==> src/rtl/ctrl_pkg.sv <==
// ctrl_pkg: shared encodings for the multicycle RV32I control slice.
// Holds the FSM state encoding, the ALUOp / EXTOp / NPC / WDSel codes that
// the alu, ext and npc blocks also decode, the supported opcodes, and the
// one-hot instruction-class layout produced by ctrl_decode.
package ctrl_pkg;

    typedef enum logic [2:0] {
        S_FETCH  = 3'd0,
        S_DECODE = 3'd1,
        S_EXEC   = 3'd2,
        S_MEM    = 3'd3,
        S_WB     = 3'd4,
        S_TRAP   = 3'd5
    } state_e;

    // ALU operation codes
    localparam logic [4:0] ALUOP_ADD = 5'b00011;
    localparam logic [4:0] ALUOP_SUB = 5'b00100;
    localparam logic [4:0] ALUOP_OR  = 5'b01101;
    localparam logic [4:0] ALUOP_AND = 5'b01110;

    // One-hot immediate-format selects
    localparam logic [5:0] EXT_I = 6'b010000;
    localparam logic [5:0] EXT_S = 6'b001000;
    localparam logic [5:0] EXT_B = 6'b000100;
    localparam logic [5:0] EXT_J = 6'b000001;

    // Next-PC source selects
    localparam logic [2:0] NPC_PC4    = 3'b000;
    localparam logic [2:0] NPC_BRANCH = 3'b001;
    localparam logic [2:0] NPC_JAL    = 3'b010;
    localparam logic [2:0] NPC_JALR   = 3'b100;

    // Register-file write-data selects
    localparam logic [1:0] WD_ALU = 2'b00;
    localparam logic [1:0] WD_MEM = 2'b01;
    localparam logic [1:0] WD_PC4 = 2'b10;

    // Supported major opcodes
    localparam logic [6:0] OP_RTYPE  = 7'b0110011;
    localparam logic [6:0] OP_IALU   = 7'b0010011;
    localparam logic [6:0] OP_LOAD   = 7'b0000011;
    localparam logic [6:0] OP_STORE  = 7'b0100011;
    localparam logic [6:0] OP_BRANCH = 7'b1100011;
    localparam logic [6:0] OP_JAL    = 7'b1101111;
    localparam logic [6:0] OP_JALR   = 7'b1100111;

    // funct3 / funct7 values of the supported subset
    localparam logic [2:0] F3_ADD  = 3'b000;
    localparam logic [2:0] F3_OR   = 3'b110;
    localparam logic [2:0] F3_AND  = 3'b111;
    localparam logic [2:0] F3_WORD = 3'b010;
    localparam logic [2:0] F3_BEQ  = 3'b000;
    localparam logic [2:0] F3_JALR = 3'b000;
    localparam logic [6:0] F7_BASE = 7'b0000000;
    localparam logic [6:0] F7_ALT  = 7'b0100000;

    // One-hot instruction class; exactly one bit is set for a known opcode
    typedef struct packed {
        logic rtype;
        logic ialu;
        logic load;
        logic store;
        logic branch;
        logic jal;
        logic jalr;
    } iclass_t;

    // Loads and stores are the only classes that visit the MEM state
    function automatic logic is_mem_class(input iclass_t c);
        return c.load | c.store;
    endfunction

endpackage

==> src/rtl/ctrl_decode.sv <==
// ctrl_decode: purely combinational instruction classifier.
// Maps the IR opcode/funct fields to a one-hot class, the ALU operation,
// the ALU B-operand select, the immediate format and a legality flag.
module ctrl_decode
    import ctrl_pkg::*;
(
    input  logic [6:0] op_i,
    input  logic [2:0] funct3_i,
    input  logic [6:0] funct7_i,
    output logic [6:0] cls_o,
    output logic [4:0] alu_op_o,
    output logic       alu_src_b_o,
    output logic [5:0] ext_op_o,
    output logic       legal_o
);

    iclass_t cls;

    // Classify the opcode and check funct fields against the supported subset
    always_comb begin
        cls         = '0;
        alu_op_o    = ALUOP_ADD;
        alu_src_b_o = 1'b0;
        ext_op_o    = '0;
        legal_o     = 1'b0;
        case (op_i)
            OP_RTYPE: begin
                cls.rtype = 1'b1;
                if (funct7_i == F7_BASE) begin
                    case (funct3_i)
                        F3_ADD: begin legal_o = 1'b1; alu_op_o = ALUOP_ADD; end
                        F3_OR:  begin legal_o = 1'b1; alu_op_o = ALUOP_OR;  end
                        F3_AND: begin legal_o = 1'b1; alu_op_o = ALUOP_AND; end
                        default: legal_o = 1'b0;
                    endcase
                end else if (funct7_i == F7_ALT && funct3_i == F3_ADD) begin
                    legal_o  = 1'b1;
                    alu_op_o = ALUOP_SUB;
                end
            end
            OP_IALU: begin
                cls.ialu    = 1'b1;
                alu_src_b_o = 1'b1;
                ext_op_o    = EXT_I;
                case (funct3_i)
                    F3_ADD: begin legal_o = 1'b1; alu_op_o = ALUOP_ADD; end
                    F3_OR:  begin legal_o = 1'b1; alu_op_o = ALUOP_OR;  end
                    F3_AND: begin legal_o = 1'b1; alu_op_o = ALUOP_AND; end
                    default: legal_o = 1'b0;
                endcase
            end
            OP_LOAD: begin
                cls.load    = 1'b1;
                alu_src_b_o = 1'b1;
                ext_op_o    = EXT_I;
                legal_o     = (funct3_i == F3_WORD);
            end
            OP_STORE: begin
                cls.store   = 1'b1;
                alu_src_b_o = 1'b1;
                ext_op_o    = EXT_S;
                legal_o     = (funct3_i == F3_WORD);
            end
            OP_BRANCH: begin
                cls.branch = 1'b1;
                alu_op_o   = ALUOP_SUB;
                ext_op_o   = EXT_B;
                legal_o    = (funct3_i == F3_BEQ);
            end
            OP_JAL: begin
                cls.jal  = 1'b1;
                ext_op_o = EXT_J;
                legal_o  = 1'b1;
            end
            OP_JALR: begin
                cls.jalr    = 1'b1;
                alu_src_b_o = 1'b1;
                ext_op_o    = EXT_I;
                legal_o     = (funct3_i == F3_JALR);
            end
            default: legal_o = 1'b0;
        endcase
    end

    assign cls_o = cls;

endmodule

==> src/rtl/multicycle_ctrl.sv <==
// multicycle_ctrl: FETCH/DECODE/EXEC/MEM/WB control FSM for an RV32I subset
// multicycle datapath sharing one memory port.
// Outputs are combinational from the state and the IR fields; all strobes and
// selects are forced low while rst is high.
// MEM_TIMEOUT > 0 traps after that many unanswered memory wait cycles.
// Optional build macro MULTICYCLE_CTRL_PERF_EN adds cyc_cnt/instret/stall_cnt.
module multicycle_ctrl
    import ctrl_pkg::*;
#(
    parameter int unsigned MEM_TIMEOUT = 0
) (
    input  logic        clk,
    input  logic        rst,
    input  logic [6:0]  op,
    input  logic [2:0]  funct3,
    input  logic [6:0]  funct7,
    input  logic        zero,
    input  logic        mem_ready,
    output logic        mem_req,
    output logic        mem_we,
    output logic        mem_isel,
    output logic        ir_write,
    output logic        pc_write,
    output logic [2:0]  npc_sel,
    output logic        reg_write,
    output logic [1:0]  wd_sel,
    output logic        alu_src_b,
    output logic [4:0]  alu_op,
    output logic [5:0]  ext_op,
    output logic        illegal,
    output logic        instr_done
`ifdef MULTICYCLE_CTRL_PERF_EN
    ,
    output logic [31:0] cyc_cnt,
    output logic [31:0] instret,
    output logic [31:0] stall_cnt
`endif
);

    state_e      state_q, state_d;
    logic [6:0]  dec_cls;
    iclass_t     cls;
    logic [4:0]  dec_alu_op;
    logic        dec_alu_src_b;
    logic [5:0]  dec_ext_op;
    logic        dec_legal;
    logic        timeout_hit;

    ctrl_decode u_decode (
        .op_i        (op),
        .funct3_i    (funct3),
        .funct7_i    (funct7),
        .cls_o       (dec_cls),
        .alu_op_o    (dec_alu_op),
        .alu_src_b_o (dec_alu_src_b),
        .ext_op_o    (dec_ext_op),
        .legal_o     (dec_legal)
    );

    assign cls = iclass_t'(dec_cls);

    generate
        if (MEM_TIMEOUT > 0) begin : g_timeout
            localparam int unsigned CW = (MEM_TIMEOUT < 2) ? 1 : $clog2(MEM_TIMEOUT);
            localparam logic [CW-1:0] LIMIT = CW'(MEM_TIMEOUT - 1);

            logic          waiting;
            logic [CW-1:0] wait_q, wait_d;

            assign waiting = (state_q == S_FETCH || state_q == S_MEM) && !mem_ready;

            // Count consecutive unanswered wait cycles; any non-waiting cycle
            // (including leaving FETCH/MEM) restarts the count
            always_comb begin
                wait_d = wait_q;
                if (!waiting) begin
                    wait_d = '0;
                end else if (wait_q != LIMIT) begin
                    wait_d = wait_q + CW'(1);
                end
            end

            // Wait counter register
            always_ff @(posedge clk) begin
                if (rst) begin
                    wait_q <= '0;
                end else begin
                    wait_q <= wait_d;
                end
            end

            // A ready in the limit cycle is excluded by waiting, so ready wins
            assign timeout_hit = waiting && (wait_q == LIMIT);
        end else begin : g_no_timeout
            assign timeout_hit = 1'b0;
        end
    endgenerate

    // Next-state selection for the instruction sequencer
    always_comb begin
        state_d = state_q;
        case (state_q)
            S_FETCH: begin
                if (mem_ready) begin
                    state_d = S_DECODE;
                end else if (timeout_hit) begin
                    state_d = S_TRAP;
                end
            end
            S_DECODE: begin
                state_d = dec_legal ? S_EXEC : S_TRAP;
            end
            S_EXEC: begin
                if (cls.rtype || cls.ialu) begin
                    state_d = S_WB;
                end else if (is_mem_class(cls)) begin
                    state_d = S_MEM;
                end else if (cls.branch || cls.jal || cls.jalr) begin
                    state_d = S_FETCH;
                end else begin
                    state_d = S_TRAP;
                end
            end
            S_MEM: begin
                if (mem_ready) begin
                    state_d = cls.store ? S_FETCH : S_WB;
                end else if (timeout_hit) begin
                    state_d = S_TRAP;
                end
            end
            S_WB:    state_d = S_FETCH;
            S_TRAP:  state_d = S_TRAP;
            default: state_d = S_TRAP;
        endcase
    end

    // State register; reset abandons any in-flight request and refetches
    always_ff @(posedge clk) begin
        if (rst) begin
            state_q <= S_FETCH;
        end else begin
            state_q <= state_d;
        end
    end

    // Per-state strobes and selects, all held low during reset
    always_comb begin
        mem_req    = 1'b0;
        mem_we     = 1'b0;
        mem_isel   = 1'b0;
        ir_write   = 1'b0;
        pc_write   = 1'b0;
        npc_sel    = NPC_PC4;
        reg_write  = 1'b0;
        wd_sel     = WD_ALU;
        alu_src_b  = 1'b0;
        alu_op     = '0;
        ext_op     = '0;
        illegal    = 1'b0;
        instr_done = 1'b0;
        if (!rst) begin
            case (state_q)
                S_FETCH: begin
                    mem_req  = 1'b1;
                    mem_isel = 1'b1;
                    if (mem_ready) begin
                        ir_write = 1'b1;
                        pc_write = 1'b1;
                        npc_sel  = NPC_PC4;
                    end
                end
                S_DECODE: begin
                    illegal = 1'b0;
                end
                S_EXEC: begin
                    alu_op    = dec_alu_op;
                    alu_src_b = dec_alu_src_b;
                    ext_op    = dec_ext_op;
                    if (cls.branch) begin
                        pc_write   = zero;
                        npc_sel    = NPC_BRANCH;
                        instr_done = 1'b1;
                    end else if (cls.jal || cls.jalr) begin
                        reg_write  = 1'b1;
                        wd_sel     = WD_PC4;
                        pc_write   = 1'b1;
                        npc_sel    = cls.jalr ? NPC_JALR : NPC_JAL;
                        instr_done = 1'b1;
                    end
                end
                S_MEM: begin
                    mem_req    = 1'b1;
                    mem_we     = cls.store;
                    instr_done = mem_ready && cls.store;
                end
                S_WB: begin
                    reg_write  = 1'b1;
                    wd_sel     = cls.load ? WD_MEM : WD_ALU;
                    instr_done = 1'b1;
                end
                S_TRAP: begin
                    illegal = 1'b1;
                end
                default: begin
                    illegal = 1'b0;
                end
            endcase
        end
    end

`ifdef MULTICYCLE_CTRL_PERF_EN
    logic [31:0] cyc_q, instret_q, stall_q;

    // Free-running performance counters, wrapping modulo 2^32
    always_ff @(posedge clk) begin
        if (rst) begin
            cyc_q     <= '0;
            instret_q <= '0;
            stall_q   <= '0;
        end else begin
            cyc_q <= cyc_q + 32'd1;
            if (instr_done) begin
                instret_q <= instret_q + 32'd1;
            end
            if (mem_req && !mem_ready) begin
                stall_q <= stall_q + 32'd1;
            end
        end
    end

    assign cyc_cnt   = cyc_q;
    assign instret   = instret_q;
    assign stall_cnt = stall_q;
`endif

endmodule

==> config.mk <==
export PLATFORM = sky130hd
export DESIGN_NAME = multicycle_ctrl
export DESIGN_NICKNAME = d
export VERILOG_FILES = /design/src/rtl/ctrl_pkg.sv /design/src/rtl/ctrl_decode.sv /design/src/rtl/multicycle_ctrl.sv
export SDC_FILE = /design/constraint.sdc
export NUM_CORES = 1
export LEC_CHECK = 0
export ABC_AREA = 1
export ABC_CLOCK_PERIOD_IN_PS = 3800
export CAP_MARGIN = 25
export CORE_UTILIZATION = 38
export CTS_CLUSTER_SIZE = 24
export DETAILED_ROUTE_END_ITERATION = 10
export GPL_TIMING_DRIVEN = 1
export PLACE_DENSITY_LB_ADDON = 0.15
export REMOVE_ABC_BUFFERS = 1
export SYNTH_ARGS = -nofsm -noshare
export SYNTH_HDL_FRONTEND = slang
export SYNTH_SLANG_ARGS = --single-unit
==> constraint.sdc <==
create_clock -name clk -period 3.8 [get_ports clk]
set_input_delay 0.57 -clock clk [delete_from_list [all_inputs] [get_ports clk]]
set_output_delay 0.57 -clock clk [all_outputs]
set_load 0.005 [all_outputs]
Word-level counts from Yosys, hierarchy flattened
Cells that the tools add are included.
{ "totals": {"romBits": 0, "out_inout_bits": 25, "mem_count": 0, "input_bits": 21, "latchBits": 0, "register_bits": 3, "elab_cells": 98, "ramBits": 0} }
{ "classes": {"n_addsub": 0, "eq_ne": 18, "reduce_logical": 16, "bitwise": 1, "order_cmp": 0, "div": 0, "n_mul": 0, "shifts": 0, "n_mux": 62} }
{ "op_table": {"columns": ["cell", "n"], "rows": [
  ["$mux W3", 13],
  ["$mux W1", 32],
  ["$eq A7 B6 Y1 const B", 3],
  ["$eq A7 B7 Y1 const B", 3],
  ["$pmux W5 S4", 1],
  ["$mux W5", 3],
  ["$pmux W3 S5", 1],
  ["$pmux W5 S3", 1],
  ["$eq A3 B3 Y1 const B", 4],
  ["$mux W6", 2],
  ["$eq A3 B2 Y1 const B", 3],
  ["$pmux W4 S2", 1],
  ["$eq A7 B2 Y1 const B", 1],
  ["$eq A7 B5 Y1 const B", 1],
  ["$logic_not A7 Y1", 1],
  ["$logic_not A3 Y1", 2],
  ["$mux W2", 3],
  ["$reduce_or A2 Y1", 3],
  ["$reduce_or A3 Y1", 2],
  ["$pmux W1 S5", 1],
  ["$logic_or A1 B1 Y1", 4],
  ["$ne A2 B2 Y1 const B", 2],
  ["$pmux W1 S2", 2],
  ["$pmux W2 S2", 1],
  ["6 further kinds", 7]
]} }

Depth between registers and ports, before layout
Gate-level depths: netlist of run 1.
{ "depth": {"word_depth": 8, "ltp_mapped": 12, "mapped_depth_nobuf": 12} }

Cells and area by module
A second synthesis of run 1 with hierarchy kept.
{ "unflattened": {"cells_unflattened": 180, "area_unflattened_um2": 900.9} }
{ "modules_own_cells": {"columns": ["module", "n_inst", "seq_area_each_um2", "area_each_um2", "cells_each"], "rows": [
  ["multicycle_ctrl", 1, 60.1, 473.0, 96],
  ["ctrl_decode", 1, 0.0, 427.9, 84]
]} }

Least setup slack after synthesis of run 1
Ideal clock, no wire load.
{ "synth_path": {"path_type": "in2out", "start": "in op[4]", "end": "out pc_write", "arrival_time_ns": 1.411, "setup_slack_ns": 1.819, "path_buffers": 0, "cell_stages": 8, "required_ns": 3.230, "path_cell_list": "inv_1 nand2_1 nor2_4 o211ai_2 or2_1 o22ai_1 inv_1 nor2_1"} }
{ "synth_via": {"elab_chain_cells": 7, "elab_cells_between_ends": 11, "classes_between": "3 x eq/ne; 7 x mux; 1 x reduce/logical"} }
{ "synth_lines": {"columns": ["element", "line_no", "source"], "rows": [
  ["start, declared", "multicycle_ctrl.sv:14", "input logic [6:0] op,"],
  ["$eq A7 B7 Y1", "ctrl_decode.sv:26", "case (op_i)"],
  ["$mux W1", "ctrl_decode.sv:26", null],
  ["$logic_or A1 B1 Y1", "multicycle_ctrl.sv:183", "end else if (cls.jal || cls.jalr) begin"],
  ["$mux W1", "multicycle_ctrl.sv:183", null],
  ["$mux W1 *", "multicycle_ctrl.sv:179", "if (cls.branch) begin"],
  ["$pmux W1 S2 *", "multicycle_ctrl.sv:162", "case (state_q)"],
  ["$mux W1 *", "multicycle_ctrl.sv:161", "if (!rst) begin"],
  ["end, declared", "multicycle_ctrl.sv:23", "output logic pc_write,"]
]} }
Every way passes the cells marked *; elsewhere a longest branch is shown, timed or not.

Final worst setup path of run 1
{ "layout_path": {"start": "in op[5]", "end": "out pc_write"} }
Same word-level chain as after synthesis.

==> results of run 1 <==
==> cell type report <==
class	count	area, um^2
Multi-Input combinational cell	118	577
Inverter	28	108
Tap cell	25	31.3
Fill cell	175	579
Clock buffer	4	26.3
Timing Repair Buffer	42	420
Sequential cell	3	60.1
==> per-stage QoR <==
stage	cells	area (um^2)	setup WS [ns]	power, mW
after floorplan	149	744	1.82	0.0770
after global placement	216	1200	0.703	0.119
after detailed placement	216	1200	0.669	0.122
after CTS	220	1220	0.662	0.180
after global routing	220	1220	0.505	0.193
final	220	1220	0.650	0.178
==> per-layer routing <==
metal	routed length [um]	track usage	up-vias
met1	974	0.289	475
met5	0	0	-
met2	1070	0.408	58
met3	194	0.0346	4
met4	33	0.0686	0
li1	-	-	576
==> cell usage after synthesis (2+ instances only) <==
| master | instances | area share |
|---|---|---|
| dfxtp_1 | 3 | 0.079 |
| nor3_1 | 6 | 0.039 |
| nand2_1 | 29 | 0.14 |
| nand3_1 | 18 | 0.12 |
| nor4_1 | 2 | 0.016 |
| nand4_1 | 3 | 0.025 |
| nor2_2 | 2 | 0.016 |
| a21oi_1 | 6 | 0.039 |
| nor2_1 | 30 | 0.15 |
| nor2_4 | 2 | 0.030 |
| or2_1 | 3 | 0.025 |
| buf_4 | 3 | 0.030 |
| inv_2 | 2 | 0.0098 |
| o21ai_0 | 3 | 0.020 |
| a31oi_1 | 6 | 0.049 |
| inv_1 | 25 | 0.12 |
==> where the power goes <==
group / internal, mW / switching [mW] / total [mW]
clock network: 0.0393 / 0.0160 / 0.0553
registers: 0.0341 / 0.00380 / 0.0379
logic: 0.0414 / 0.0431 / 0.0845
==> cell usage in the layout (no fill, tap or decap), drive strengths merged, types with 3 or more instances in the layout <==
| master | n |
|---|---|
| a21oi | 6 |
| a31oi | 6 |
| clkbuf | 4 |
| clkdlybuf4s50 | 42 |
| conb | 3 |
| dfxtp | 3 |
| inv | 28 |
| nand2 | 30 |
| nand3 | 18 |
| nand4 | 3 |
| nor2 | 34 |
| nor3 | 8 |
| o21ai | 3 |
| or2 | 3 |
==> cells by family (layout without fill, tap and decap cells) <==
family | after synthesis | after routing | share of synthesized area
AOI/OAI and AO/OA | 17 | 17 | 0.133
buffers and inverters | 32 | 74 | 0.175
DFF | 3 | 3 | 0.0787
other | 1 | 3 | 0.00491
and+or+nand+nor | 98 | 98 | 0.608
==> worst max-delay path, delay by kind of cell <==
kind,cells,cell delay [ns]
AO/OA/AOI/OAI,2,0.25
buffers and inverters,3,1.15
AND/OR/NAND/NOR,4,0.61
==> worst max-delay path by stage <==
stage,from,endpoint,depth (start not counted)
after floorplan,op[4],pc_write,8
after global placement,op[5],pc_write,9
after detailed placement,op[5],pc_write,9
after CTS,op[5],pc_write,9
after global routing,op[2],alu_op[1],10
final,op[5],pc_write,9
==> flow_metrics.tcl, run 1 <==
set metrics [dict create \
    status "finished, final reports clean" \
    htreeDepth 1 \
    crit_fanout 6 \
    cap_violations 0 \
    rr_endpoint "state_q[2]$_SDFFE_PP0P_" \
    io_pins 46 \
    area_growth_pct 60.2 \
    cts.sinks 3 \
    hold_depth 4 \
    top_regs "state_q (3)" \
    hp-class "reg -> reg" \
    endpoint_kind "output pin" \
    rsz0062_at_grt "false" \
    yosysWarnings 0 \
    setup_viol 0 \
    ant_nets 0 \
    grt_first_pass_wirelength_mm 3.74 \
    nets 217 \
    vias 1113 \
    hold_path_startpoint "state_q[1]$_SDFFE_PP0P_" \
    core_um2 1800 \
    max_slew_margin 0.661 \
    crit_required_ns 3.23 \
    tns_ns 0 \
    dieHeight_um 46.8 \
    wl_per_cell_um 10.3 \
    placementRows 15 \
    timing.final.crit_share 0.829 \
    postCtsHoldBufs 0 \
    cp_cell_sequence "clkdlybuf4s50_1, nand2_1, nor2_4, o211ai_2, or2_1, o22ai_1, inv_1, nor2_1, clkdlybuf4s50_1" \
    root_buffer "clkbuf_4" \
    synth-seq-cells 3 \
    clk_path_buf_depth 2 \
    cp.arrival_ns 2.58 \
    num_antenna_cells 0 \
    crit_path_frequent_cell "clkdlybuf4s50_1" \
    synth-edff-count 0 \
    die_w_um 46.8 \
    rr_worst_depth 5 \
    cts.reportedPaths.clkPinSlew_ns 0.03 \
    max-vdd-ir-drop_uv 166 \
    dr.pass1.iters 4 \
    syn-cell-area_um2 763 \
    antenna_found_initial 0 \
    ys.flop_type "dfxtp_1" \
    clock_latency_ns 0.23 \
    largest_register "state_q" \
    max_stage_delay_ns 0.59 \
    overflow 0 \
    avgViaCountPerCell 5.06 \
    wl_mm 2.27 \
    rrSetupSlack_ns 2.53 \
    worstReg2RegStart "state_q[0]$_SDFFE_PP0P_" \
    hold_violations 0 \
    grt.total_usage 0.231 \
    hold_slack_ns 0.716 \
    avgSynthCellArea_um2 5.05 \
    max_freq_mhz 317 \
    first_iter_violations 41 \
    cts_buffers 3 \
    cts_tree "yes" \
    dp_hpwl_mm 1.92 \
    slowest_stage "clkdlybuf4s50_1" \
    grt_max_degree 14 \
    gp_congestion 0.826 \
    grt_pass1_vias 952 \
    ys_types 24 \
    p_leak_nw 0.540 \
    postCtsSetupBuffers 0 \
    die_area_um2 2190 \
    cp-start-kind "primary input" \
    drc_errors 0 \
    maxSlewViolCount 0 \
    p_per_area_nw_per_um2 145 \
    final.min_clock_period_ns 3.15 \
    final_util 0.678 \
    synth_async_sr_flop_share 0 \
    synth-seq-area-share 0.0787 \
    worst-setup-path-type "in -> out" \
    largest_register_ffs 3 \
    worst_slew_pin_slew_ns 0.506 \
    io_buffers 42 \
    min_to "state_q[2]$_SDFFE_PP0P_" \
    start_util 0.424 \
    finalClockSkew_ns 0.000542 \
    drive_gt1_frac 0.0718 \
    syn_inst 151 \
    post_cts_resized 0 \
]
No activity file was read; power rests on OpenSTA's default activity.
==> run 2: changes to the inputs <==
--- a/config.mk
+++ b/config.mk
@@ -6,9 +6,9 @@
 export NUM_CORES = 1
 export LEC_CHECK = 0
 export ABC_AREA = 1
-export ABC_CLOCK_PERIOD_IN_PS = 3800
+export ABC_CLOCK_PERIOD_IN_PS = 2950
 export CAP_MARGIN = 25
-export CORE_UTILIZATION = 38
+export CORE_UTILIZATION = 37
 export CTS_CLUSTER_SIZE = 24
 export DETAILED_ROUTE_END_ITERATION = 10
 export GPL_TIMING_DRIVEN = 1
==> constraint.sdc (replaced) <==
create_clock -name clk -period 2.95 [get_ports clk]
set_input_delay 0.4425 -clock clk [delete_from_list [all_inputs] [get_ports clk]]
set_output_delay 0.4425 -clock clk [all_outputs]
set_load 0.005 [all_outputs]
==> run 2 against run 1 <==
Power up 32%. Largest power group unchanged. Highest routed layer is now met3. Combinational power up 34%. Routed wire length unchanged. Sequential share of layout area down 0.13 points. Critical endpoint unchanged. Cell area up 2.7%. Hold slack better by 0.017 ns. First-iteration DRC count down 29%.
==> flow_metrics.tcl, run 2 (synthesized netlist as in run 1, its figures left out) <==
set metrics [dict create \
    hp-class "reg -> reg" \
    overflow 0 \
    maxSlewViolCount 0 \
    largest_register_ffs 3 \
    final_common_cell "clkdlybuf4s50_1" \
    cp.buffers_inverters 4 \
    drc_errors 0 \
    dp_worst_setup_slack_ns 0.106 \
    first_iter_violations 29 \
    core_um2 1940 \
    post_cts_resized 0 \
    multiInputGateArea_um2 584 \
    seq_power_share 0.208 \
    cts_tree "yes" \
    nets 220 \
    grt.total_usage 0.202 \
    vias 1110 \
    cts_buffers 3 \
    layout_common_cells "clkdlybuf4s50_1, nand2_1, nor2_1, inv_1, nand3_1" \
    p_sw_mw 0.0837 \
    crit_required_ns 2.51 \
    crit_fanout 6 \
    p_sw_frac 0.357 \
    cts.sinks 3 \
    cp.depth 10 \
    max-vdd-ir-drop_uv 173 \
    hold_violations 0 \
    ant_nets 0 \
    path_delay_family "buffers and inverters" \
    dp_hpwl_mm 1.89 \
    power_frac_clock 0.312 \
    worst_slack_ns 0.139 \
    placementRows 16 \
    status "finished, final reports clean" \
    top_regs "state_q (3)" \
    antenna_found_initial 0 \
    timing.final.crit_share 0.953 \
    nFillCells 208 \
    regArea_um2 60.1 \
    htreeDepth 1 \
    wl_mm 2.27 \
    root_buffer "clkbuf_4" \
    total_power_mw 0.235 \
    final_cell_area_um2 1250 \
    grt_first_pass_wirelength_mm 3.37 \
    dr.pass1.iters 4 \
    finalClockSkew_ns 0.00543 \
    cp.arrival_ns 2.37 \
    cp-start-kind "primary input" \
    clk_path_buf_depth 2 \
    cap_violations 0 \
    p_per_area_nw_per_um2 187 \
    internal-power_mw 0.151 \
    postCtsSetupBuffers 0 \
    avgViaCountPerCell 4.93 \
    grt_pass1_vias 875 \
    hold_depth 3 \
    grt_max_degree 13 \
    endpoint_kind "output pin" \
    cts.reportedPaths.clkPinSlew_ns 0.04 \
    p_leak_nw 0.551 \
    die_w_um 47.4 \
    dieHeight_um 47.4 \
    gp_congestion 0.849 \
    die_area_um2 2250 \
    area_growth_pct 64.4 \
    clock_latency_ns 0.23 \
    rsz0062_at_grt "false" \
    finalNonFillerCells 225 \
    wl_per_cell_um 10.1 \
    num_antenna_cells 0 \
    slowest_stage "clkdlybuf4s50_1" \
    drive_gt1_frac 0.101 \
    place_inst 221 \
    postCtsHoldBufs 0 \
    cp_cell_sequence "clkdlybuf4s50_1, inv_1, nand2_1, nor2_4, o211ai_2, or2_1, o22ai_1, inv_1, nor2_1, clkdlybuf4s50_1" \
    placed_area_um2 1220 \
    io_buffers 42 \
    max_freq_mhz 356 \
    comb_power_share 0.480 \
    largest_register "state_q" \
    tns_ns 0 \
    setup_viol 0 \
    io_pins 46 \
    max_stage_delay_ns 0.50 \
    start_util 0.393 \
    final.min_clock_period_ns 2.81 \
    worst-setup-path-type "in -> out" \
    rr_worst_depth 6 \
]
-- run 2: path summary, 6_finish.rpt --
kind                      startpoint                 endpoint  slack (ns)
max                            op[4]                 pc_write        0.14
min          state_q[0]$_SDFFE_PP0P_  state_q[2]$_SDFFE_PP0P_        0.73
max reg2reg  state_q[0]$_SDFFE_PP0P_  state_q[1]$_SDFFE_PP0P_        1.63
min reg2reg  state_q[0]$_SDFFE_PP0P_  state_q[2]$_SDFFE_PP0P_        0.73
-- run 2: worst reg2reg max path, stage by stage, from the launching register on --
cell     delay (ns)
dfxtp_1        0.41
inv_1          0.07
nor3_1         0.37
nand2_1        0.18
nand3_1        0.13
nand2_1        0.05
inv_1          0.04
-- run 2: final cells by class --
cell class	count	share of cell area
clock buffer	4	0.0209
timing repair buffer	45	0.353
multi-input combinational	118	0.466
tap	27	0.0269
inverter	28	0.0857
sequential	3	0.0479
-- run 2: power by group through the flow --
stage	clock network, mW	logic (mW)	registers (mW)
after global placement	0	0.107	0.0489
after floorplan	0	0.0506	0.0486
after CTS	0.0746	0.111	0.0487
final	0.0732	0.113	0.0489
after detailed placement	0	0.110	0.0493
after global routing	0.0754	0.126	0.0494
-- run 2: metrics by stage --
stage,hold slack (ns),util
floorplan,0.512,-
global placement,0.694,0.629
detailed placement,0.709,0.629
CTS,0.720,0.642
global route,0.780,0.646
finish,0.733,0.646
-- run 2: routing by layer --
layer | track usage | vias to the layer above | share of wire
met5 | 0 | - | 0
met2 | 0.411 | 44 | 0.51
met1 | 0.233 | 485 | 0.42
li1 | - | 581 | -
met3 | 0.00377 | 0 | 0.070
met4 | 0.0343 | 0 | 0
==> run 3: changes to the inputs <==
--- a/config.mk
+++ b/config.mk
@@ -7,7 +7,7 @@
 export LEC_CHECK = 0
 export ABC_AREA = 1
 export ABC_CLOCK_PERIOD_IN_PS = 2950
-export CAP_MARGIN = 25
+export CAP_MARGIN = 0
 export CORE_UTILIZATION = 37
 export CTS_CLUSTER_SIZE = 24
 export DETAILED_ROUTE_END_ITERATION = 10
==> results of run 3 <==
No change in the layout: final DEF, timing and power equal those of run 2.
